<file path="src/rtl/io_bus_pkg.sv">
// Shared definitions for the peripheral IO bus arbiter: device indices,
// arbiter state encoding and the read pattern returned on a starved access.
package io_bus_pkg;

  localparam logic [1:0] DEV_GPIOS  = 2'd0;
  localparam logic [1:0] DEV_TIMERS = 2'd1;
  localparam logic [1:0] DEV_SERIAL = 2'd2;
  localparam logic [1:0] DEV_SID    = 2'd3;

  localparam logic [31:0] TIMEOUT_DATA = 32'hFFFF_FFFF;

  typedef enum logic [2:0] {
    IDLE,
    WAIT,
    ACCESS,
    ACK,
    HOLD
  } state_t;

endpackage

</file>
<file path="src/rtl/io_dev_decode.sv">
// Device read mux and write-strobe decode for the four IO peripherals.
// The address bits [7:6] select the device; a strobe fires only when the
// path is enabled and the access is a write.
module io_dev_decode
  import io_bus_pkg::*;
(
  input  logic       en,
  input  logic       we,
  input  logic [1:0] dev,
  input  logic [7:0] in_gpios,
  input  logic [7:0] in_timers,
  input  logic [7:0] in_serial_ports,
  input  logic [7:0] in_sid,
  output logic [7:0] rdata,
  output logic [3:0] strobe
);

  // Read mux and one-hot strobe decode.
  always_comb begin
    rdata  = in_gpios;
    strobe = 4'b0000;
    case (dev)
      DEV_GPIOS:  rdata = in_gpios;
      DEV_TIMERS: rdata = in_timers;
      DEV_SERIAL: rdata = in_serial_ports;
      DEV_SID:    rdata = in_sid;
      default:    rdata = in_gpios;
    endcase
    if (en && we) strobe[dev] = 1'b1;
  end

endmodule

</file>
<file path="src/rtl/io_bus_arbiter.sv">
// Arbitrates the 8-bit peripheral IO bus between the CPU ext IO port and a
// Wishbone host. The CPU cannot stall, so it always wins combinationally.
// A Wishbone request is latched, waits for an idle bus cycle, backs off and
// retries if the CPU reappears in its slot, and answers with all-ones after
// MAX_WAIT busy cycles.
//
// Wishbone handshake: a request is (wbs_cyc_i && wbs_stb_i && wbs_sel_io) in
// IDLE; wbs_ack_o is a single-cycle pulse, after which the arbiter waits for
// the master to drop cyc/stb before it will accept another request.
module io_bus_arbiter
  import io_bus_pkg::*;
#(
  parameter int MAX_WAIT = 255,
  parameter int WAIT_W   = 8
) (
  input  logic        wb_clk_i,
  input  logic        wb_rst_i,
  input  logic        cpu_io_cyc,
  input  logic        cpu_io_we,
  input  logic [7:0]  cpu_io_addr,
  input  logic [7:0]  cpu_io_wdata,
  output logic [7:0]  cpu_io_rdata,
  input  logic        wbs_cyc_i,
  input  logic        wbs_stb_i,
  input  logic        wbs_we_i,
  input  logic        wbs_sel_io,
  input  logic [31:0] wbs_adr_i,
  input  logic [31:0] wbs_dat_i,
  output logic [31:0] wbs_dat_o,
  output logic        wbs_ack_o,
  output logic        bus_cyc,
  output logic [5:0]  bus_addr,
  output logic [7:0]  bus_data_out,
  output logic        bus_we_gpios,
  output logic        bus_we_timers,
  output logic        bus_we_serial_ports,
  output logic        bus_we_sid,
  input  logic [7:0]  bus_in_gpios,
  input  logic [7:0]  bus_in_timers,
  input  logic [7:0]  bus_in_serial_ports,
  input  logic [7:0]  bus_in_sid,
  output logic        wb_grant,
  output logic        wb_timeout_flag
);

  localparam logic [WAIT_W-1:0] MAX_CNT = WAIT_W'(MAX_WAIT);

  state_t            state, state_next;
  logic [WAIT_W-1:0] cnt;
  logic [7:0]        lat_addr;
  logic [7:0]        lat_data;
  logic              lat_we;

  logic              req;
  logic              wb_drive;
  logic              latch_en, cnt_clr, cnt_inc, load_read, load_timeout;
  logic [7:0]        cpu_rd, wb_rd;
  logic [3:0]        cpu_stb, wb_stb, bus_stb;

  // Address/data bits outside the IO byte window are don't-care here.
  logic              unused_bits;
  assign unused_bits = ^{wbs_adr_i[31:10], wbs_adr_i[1:0], wbs_dat_i[31:8]};

  assign req      = wbs_cyc_i && wbs_stb_i;
  assign wb_grant = (state == ACCESS);
  // Wishbone only drives the bus in its granted slot when the CPU is quiet.
  assign wb_drive = wb_grant && !cpu_io_cyc;

  io_dev_decode u_cpu_dec (
    .en              (cpu_io_cyc),
    .we              (cpu_io_we),
    .dev             (cpu_io_addr[7:6]),
    .in_gpios        (bus_in_gpios),
    .in_timers       (bus_in_timers),
    .in_serial_ports (bus_in_serial_ports),
    .in_sid          (bus_in_sid),
    .rdata           (cpu_rd),
    .strobe          (cpu_stb)
  );

  io_dev_decode u_wb_dec (
    .en              (wb_drive),
    .we              (lat_we),
    .dev             (lat_addr[7:6]),
    .in_gpios        (bus_in_gpios),
    .in_timers       (bus_in_timers),
    .in_serial_ports (bus_in_serial_ports),
    .in_sid          (bus_in_sid),
    .rdata           (wb_rd),
    .strobe          (wb_stb)
  );

  assign cpu_io_rdata        = cpu_rd;
  assign bus_stb             = cpu_stb | wb_stb;
  assign bus_we_gpios        = bus_stb[DEV_GPIOS];
  assign bus_we_timers       = bus_stb[DEV_TIMERS];
  assign bus_we_serial_ports = bus_stb[DEV_SERIAL];
  assign bus_we_sid          = bus_stb[DEV_SID];
  assign bus_cyc             = cpu_io_cyc || wb_drive;
  assign bus_addr            = wb_drive ? lat_addr[5:0] : cpu_io_addr[5:0];
  assign bus_data_out        = wb_drive ? lat_data : cpu_io_wdata;

  // State register.
  always_ff @(posedge wb_clk_i or posedge wb_rst_i) begin
    if (wb_rst_i) state <= IDLE;
    else          state <= state_next;
  end

  // Next-state and datapath control decode.
  always_comb begin
    state_next   = state;
    latch_en     = 1'b0;
    cnt_clr      = 1'b0;
    cnt_inc      = 1'b0;
    load_read    = 1'b0;
    load_timeout = 1'b0;
    case (state)
      IDLE: begin
        if (req && wbs_sel_io) begin
          latch_en   = 1'b1;
          cnt_clr    = 1'b1;
          state_next = WAIT;
        end
      end
      WAIT: begin
        if (!cpu_io_cyc) begin
          state_next = ACCESS;
        end else if (cnt == MAX_CNT) begin
          load_timeout = 1'b1;
          state_next   = ACK;
        end else begin
          cnt_inc = 1'b1;
        end
      end
      ACCESS: begin
        if (!cpu_io_cyc) begin
          load_read  = 1'b1;
          state_next = ACK;
        end else begin
          cnt_inc    = 1'b1;
          state_next = WAIT;
        end
      end
      ACK:     state_next = HOLD;
      HOLD:    if (!req) state_next = IDLE;
      default: state_next = IDLE;
    endcase
  end

  // Request latch, wait counter and Wishbone response registers.
  always_ff @(posedge wb_clk_i or posedge wb_rst_i) begin
    if (wb_rst_i) begin
      cnt             <= '0;
      lat_addr        <= 8'h00;
      lat_data        <= 8'h00;
      lat_we          <= 1'b0;
      wbs_dat_o       <= 32'h0;
      wbs_ack_o       <= 1'b0;
      wb_timeout_flag <= 1'b0;
    end else begin
      if (latch_en) begin
        lat_addr <= wbs_adr_i[9:2];
        lat_data <= wbs_dat_i[7:0];
        lat_we   <= wbs_we_i;
      end
      // Saturate so a collision on the last allowed cycle cannot wrap.
      if (cnt_clr)                        cnt <= '0;
      else if (cnt_inc && cnt != MAX_CNT) cnt <= cnt + 1'b1;
      if (load_read)    wbs_dat_o <= {24'h0, wb_rd};
      if (load_timeout) begin
        wbs_dat_o       <= TIMEOUT_DATA;
        wb_timeout_flag <= 1'b1;
      end
      wbs_ack_o <= (state_next == ACK);
    end
  end

endmodule

</file>
<file path="config.mk">
export PLATFORM = sky130hd
export DESIGN_NAME = io_bus_arbiter
export DESIGN_NICKNAME = d
export VERILOG_FILES = /design/src/rtl/io_bus_pkg.sv /design/src/rtl/io_dev_decode.sv /design/src/rtl/io_bus_arbiter.sv
export SDC_FILE = /design/constraint.sdc
export NUM_CORES = 1
export LEC_CHECK = 0
export CAP_MARGIN = 5
export CORE_MARGIN = 1.5
export CORE_UTILIZATION = 38
export DETAILED_ROUTE_END_ITERATION = 8
export PLACE_DENSITY = 0.88
export SYNTH_ARGS = -nofsm -noshare
export SYNTH_HDL_FRONTEND = slang
export SYNTH_HIERARCHICAL = 1
export SYNTH_SLANG_ARGS = --single-unit
</file>
<file path="constraint.sdc">
create_clock -name wb_clk_i -period 4.45 [get_ports wb_clk_i]
set_clock_uncertainty 0.2 [all_clocks]
set_input_delay 1.1125 -clock wb_clk_i [delete_from_list [all_inputs] [get_ports wb_clk_i]]
set_output_delay 1.1125 -clock wb_clk_i [all_outputs]
set_load 0.005 [all_outputs]
</file>
# --- Word-level counts from Yosys, hierarchy flattened ---
# Cells that the tools add are included.
word_totals:
  regBits: 62
  in_bits: 120
  output_inout_bits: 62
  wordCells: 73
classes:
  n_addsub: 1
  order_cmp: 4
  n_eq_ne: 13
  mux: 31
  bitwise_logic: 1
  reduce_logical: 15
ops:
  columns: ["operator", "n"]
  rows:
  - ["$mux 32", 2]
  - ["$pmux 8 s4", 2]
  - ["$mux 8", 3]
  - ["$pmux 3 s5", 1]
  - ["$mux 1", 12]
  - ["$mux 3", 4]
  - ["$eq 3x2->1 const B", 3]
  - ["$add 8x1->8 const B", 1]
  - ["$eq 2x2->1 const B", 4]
  - ["$eq 8x8->1 const B", 1]
  - ["$logic_and 1x1->1", 8]
  - ["$mux 4", 2]
  - ["$ne 8x8->1 const B", 1]
  - ["$lt 2x3->1 const B", 2]
  - ["$mux 6", 1]
  - ["$demux 1 s2", 2]
  - ["$eq 2x1->1 const B", 2]
  - ["$ge 2x1->1 const B", 2]
  - ["$logic_not 2->1", 2]
  - ["$or 4x4->4", 1]
  - ["$reduce_bool 2->1", 2]
  - ["$eq 3x1->1 const B", 1]
  - ["$eq 3x3->1 const B", 1]
  - ["$logic_not 3->1", 1]
  - ["other kinds (4)", 4]

# --- Depth between registers and ports, before layout ---
depth:
  ltp_word: 7
  depth_mapped: 7
  ltp_nobuf: 5

# --- By module ---
# The synthesis kept the hierarchy.
modules_own_cells:
  columns: ["mod", "instances", "cells_per_inst", "area_per_inst_um2", "seq_area_each_um2"]
  rows:
  - ["io_bus_arbiter", 1, 248, 2009.4, 975.9]
  - ["io_dev_decode", 2, 14, 249.0, 0.0]

# --- Least setup slack after synthesis ---
# OpenSTA, ideal clock, no wires.
synth_path:
  kind: "input-to-output"
  startpoint: "input port cpu_io_cyc"
  endpoint: "output port bus_we_timers"
  arrival_time_ns: 2.218
  required_time_ns: 3.138
  slack_ns: 0.919
  stages: 6
  n_path_buf: 2
  path_cell_list: "or3_1 -> clkbuf_1 -> inv_2 -> buf_2 -> and4b_2 -> or2_2"
synth_between:
  elab_chain_cells: 5
  word_cells_on_any_way: 7
  classes_between: "2 x mux; 1 x bitwise; 4 x reduce/logical"
synth_rtl:
  columns: ["element", "line", "source"]
  rows:
  - ["start: declaration", "io_bus_arbiter.sv:18", "input logic cpu_io_cyc,"]
  - ["$logic_not 1->1", null, null]
  - ["$logic_and 1x1->1", "io_bus_arbiter.sv:67", "assign wb_drive = wb_grant && !cpu_io_cyc;"]
  - ["$logic_and 1x1->1", "io_dev_decode.sv:29", "if (en && we) strobe[dev] = 1'b1;"]
  - ["$mux 4", "io_dev_decode.sv:29", null]
  - ["via wb_stb[1]", "io_bus_arbiter.sv:58", "logic [3:0] cpu_stb, wb_stb, bus_stb;"]
  - ["$or 4x4->4", "io_bus_arbiter.sv:94", "assign bus_stb = cpu_stb | wb_stb;"]
  - ["end: declaration", "io_bus_arbiter.sv:35", "output logic bus_we_timers,"]
# The timed path passes the listed nets, and every way through them passes these cells.

# --- Worst setup path in the final report ---
# Same ends and word-level chain as after synthesis.

==> flow_summary_export.csv <==
group,metric,value,unit
status,status,"finished clean",
critical_path,cp-start-kind,"input pin",
drt,vias_per_cell,5.14,
yosys,yosys-top-cells-area,"dfrtp_1, nand2_1, mux4_2",
yosys,synth_top_area_frac,0.389,
drt,drtPass1Iterations,4,
global_route,grt-busiest-layer,"met2",
timing,min_period,4320,ps
timing,setup_viol_count_final,0,
floorplanning,die_w,84.2,um
clock_tree,clk_pin_slew_worst_paths,70,ps
global_route,grt_max_degree,26,
pwr,p_clk_frac,0.158,
pwr,switching_share,0.339,
drt,route.detailed.drc,0,
floorplanning,fp.dieArea,7090,sq um
global_route,grt_overflow,0,
critical_path,path_max_fanout,9,
timing,fmax,232,MHz
floorplanning,ios,182,
clock_tree,post_cts_resized,0,
yosys,syn_nets,397,
timing,fin_crit_sh,0.970,
finish,syn_to_final_growth,53.2,%
yosys,ys_warn_count,6,
place,port_buffers,133,
timing,slew_viol_final,0,
global_route,grt_antenna_before_repair,0,
global_route,grt_util_met1,0.242,
global_route,grt_pass1_wl,11100,um
pwr,switchingPower,0.496,mW
critical_path,worstPathArrival,3010,ps
clock_tree,post_cts_buffers,0,
clock_tree,cts.sinks,39,
drt,drt-total-wl,6740,um
timing,setup_ws,132,ps
finish,final_common_cell,"clkdlybuf4s50_1",
critical_path,required,3140,ps
pwr,max-vdd-ir-drop,198,uV
global_route,use_met2,0.343,
yosys,avgSynthCellArea,9.08,sq um
yosys,yosysSeqAreaShare,0.389,
worst_hold_path,hp-class,"register to register",
place,hpwl,5210,um
job,drv_cap,0,
yosys,dominantRegCellSynth,"dfrtp_1",
pwr,p_leak,1.72,nW
global_route,grt_use_met3,0.0403,
timing,slew_headroom,0.469,
finish,final_nets,507,
place,place_inst,456,
yosys,synth_largest_area_cell,"dfrtp_1",
yosys,ys_ff_latch,39,
finish,layout-drive-gt1-share,0.111,
critical_path,setup.worst_path.end_class,"output pin",
clock_tree,cts_made_buffers,5,
drt,wire_per_inst,14.5,um
timing,setup-tns-final,0,ps
global_route,grt_pass1_vias,2381,
timing,finalHoldViolCount,0,
floorplanning,start_util,0.395,
drt,drtAntennaViolNets,0,
yosys,async_flop_share,1.00,
clock_tree,htree_levels,2,
drt,drt_iter0_markers,107,
place,place_congestion,0.745,
pwr,powerDensity,382,nW/um^2
finish,final_cells,464,
timing,rsz0062_at_grt,"false",
timing,worst_slew_pin_slew,796,ps
pwr,internal-power,0.969,mW
floorplanning,die_y,84.2,um
yosys,synthCells,276,
floorplanning,core-area,6350,sq um
clock_tree,hold_buffers,0,
clock_tree,clk_latency,290,ps
place,place_ws,120,ps
yosys,synth-edff-count,0,
floorplanning,rows,29,
critical_path,worstSetupPathType,"input pin to output pin",
pwr,pwr-share-seq,0.421,
clock_tree,clock_tree.root_cell,"clkbuf_8",
yosys,syn-cell-area,2510,sq um
drt,vias,2383,
clock_tree,cts_tree,"built",
finish,diodes,0,
pwr,combPwrFrac,0.421,
yosys,ys_types,37,
clock_tree,cts_max_path_buffers,2,
finish,final_cell_mix,"clkdlybuf4s50_1, nand2_1, dfrtp_1",
global_route,grt_util_all_layers,0.194,
==> layout make-up <==
type                            count  area, sq um
Fill cell                         537         2510
Timing Repair Buffer              141         1400
Multi-Input combinational cell    194         1260
Sequential cell                    39          976
Tap cell                           77         96.3
Clock buffer                        6         72.6
Inverter                            5         18.8
Clock inverter                      2         12.5
==> routing by layer <==
metal | up-vias | share of wire | routed length (um)
met5 | - | 0 | 0
met4 | 0 | 0.016 | 105
met3 | 12 | 0.052 | 352
met2 | 82 | 0.51 | 3450
met1 | 1146 | 0.42 | 2830
li1 | 1143 | - | -
==> cell usage after synthesis (all sizes together), types with 2 or more instances <==
library cell  count
o41ai             2
o31ai             4
o21ai             2
dfrtp            39
mux4             16
nor2              6
or2               5
inv               5
nand2           114
nor2b             2
clkbuf            7
o211ai            3
and4b             4
nand3            14
and4              2
o311ai            2
buf              31
xor2              2
nand2b            2
and4bb            3
==> logic make-up after synthesis <==
group,share of synthesized area
multiplexers,0.154
buffers and inverters,0.108
AO/OA/AOI/OAI,0.0559
flip-flops,0.389
XOR/XNOR,0.00699
adder cells (fa/ha/maj),0.00499
AND/OR/NAND/NOR,0.281
==> sequential cells by signal, indices dropped and copies added (netlist names) <==
| signal | cells |
|---|---|
| lat_data | 8 |
| cnt | 8 |
| wb_timeout_flag | 1 |
| lat_addr | 8 |
| wbs_ack_o | 1 |
| lat_we | 1 |
| wbs_dat_o | 9 |
| state | 3 |
==> power groups by stage <==
stage	registers, mW	clock network [mW]	logic (mW)
final	0.618	0.231	0.617
after global placement	0.618	0	0.603
after global routing	0.643	0.253	0.681
after detailed placement	0.625	0	0.620
after CTS	0.618	0.239	0.623
after floorplan	0.575	0	0.378
==> final timing paths <==
check                            start            end  slack [ps]  depth (start not counted)
max                         cpu_io_cyc  bus_we_timers         130                          6
min                        lat_data[0]    lat_data[0]         270                          2
max reg2reg                     cnt[0]         cnt[7]        2300                          5
min reg2reg                lat_data[0]    lat_data[0]         270                          2
max in group asynchronous     wb_rst_i         cnt[0]        2280                          3
min in group asynchronous     wb_rst_i    lat_data[4]        1020                          2
==> worst max-delay path: stages <==
cell,delay [ps]
clkdlybuf4s50_1,430
or3_1,420
inv_2,190
and4b_2,260
or2_2,110
clkdlybuf4s50_1,490
==> stage by stage <==
| step | util | total power, mW | instance area [sq um] | hold slack, ps |
|---|---|---|---|---|
| CTS | 0.605 | 1.48 | 3840 | 281 |
| finish | 0.605 | 1.47 | 3840 | 274 |
| global placement | 0.592 | 1.22 | 3760 | 259 |
| floorplan | - | 0.953 | 2510 | 246 |
| detailed placement | 0.592 | 1.24 | 3760 | 262 |
| global route | 0.605 | 1.58 | 3840 | 295 |
Note: power is estimated with default switching activity, not from simulation.
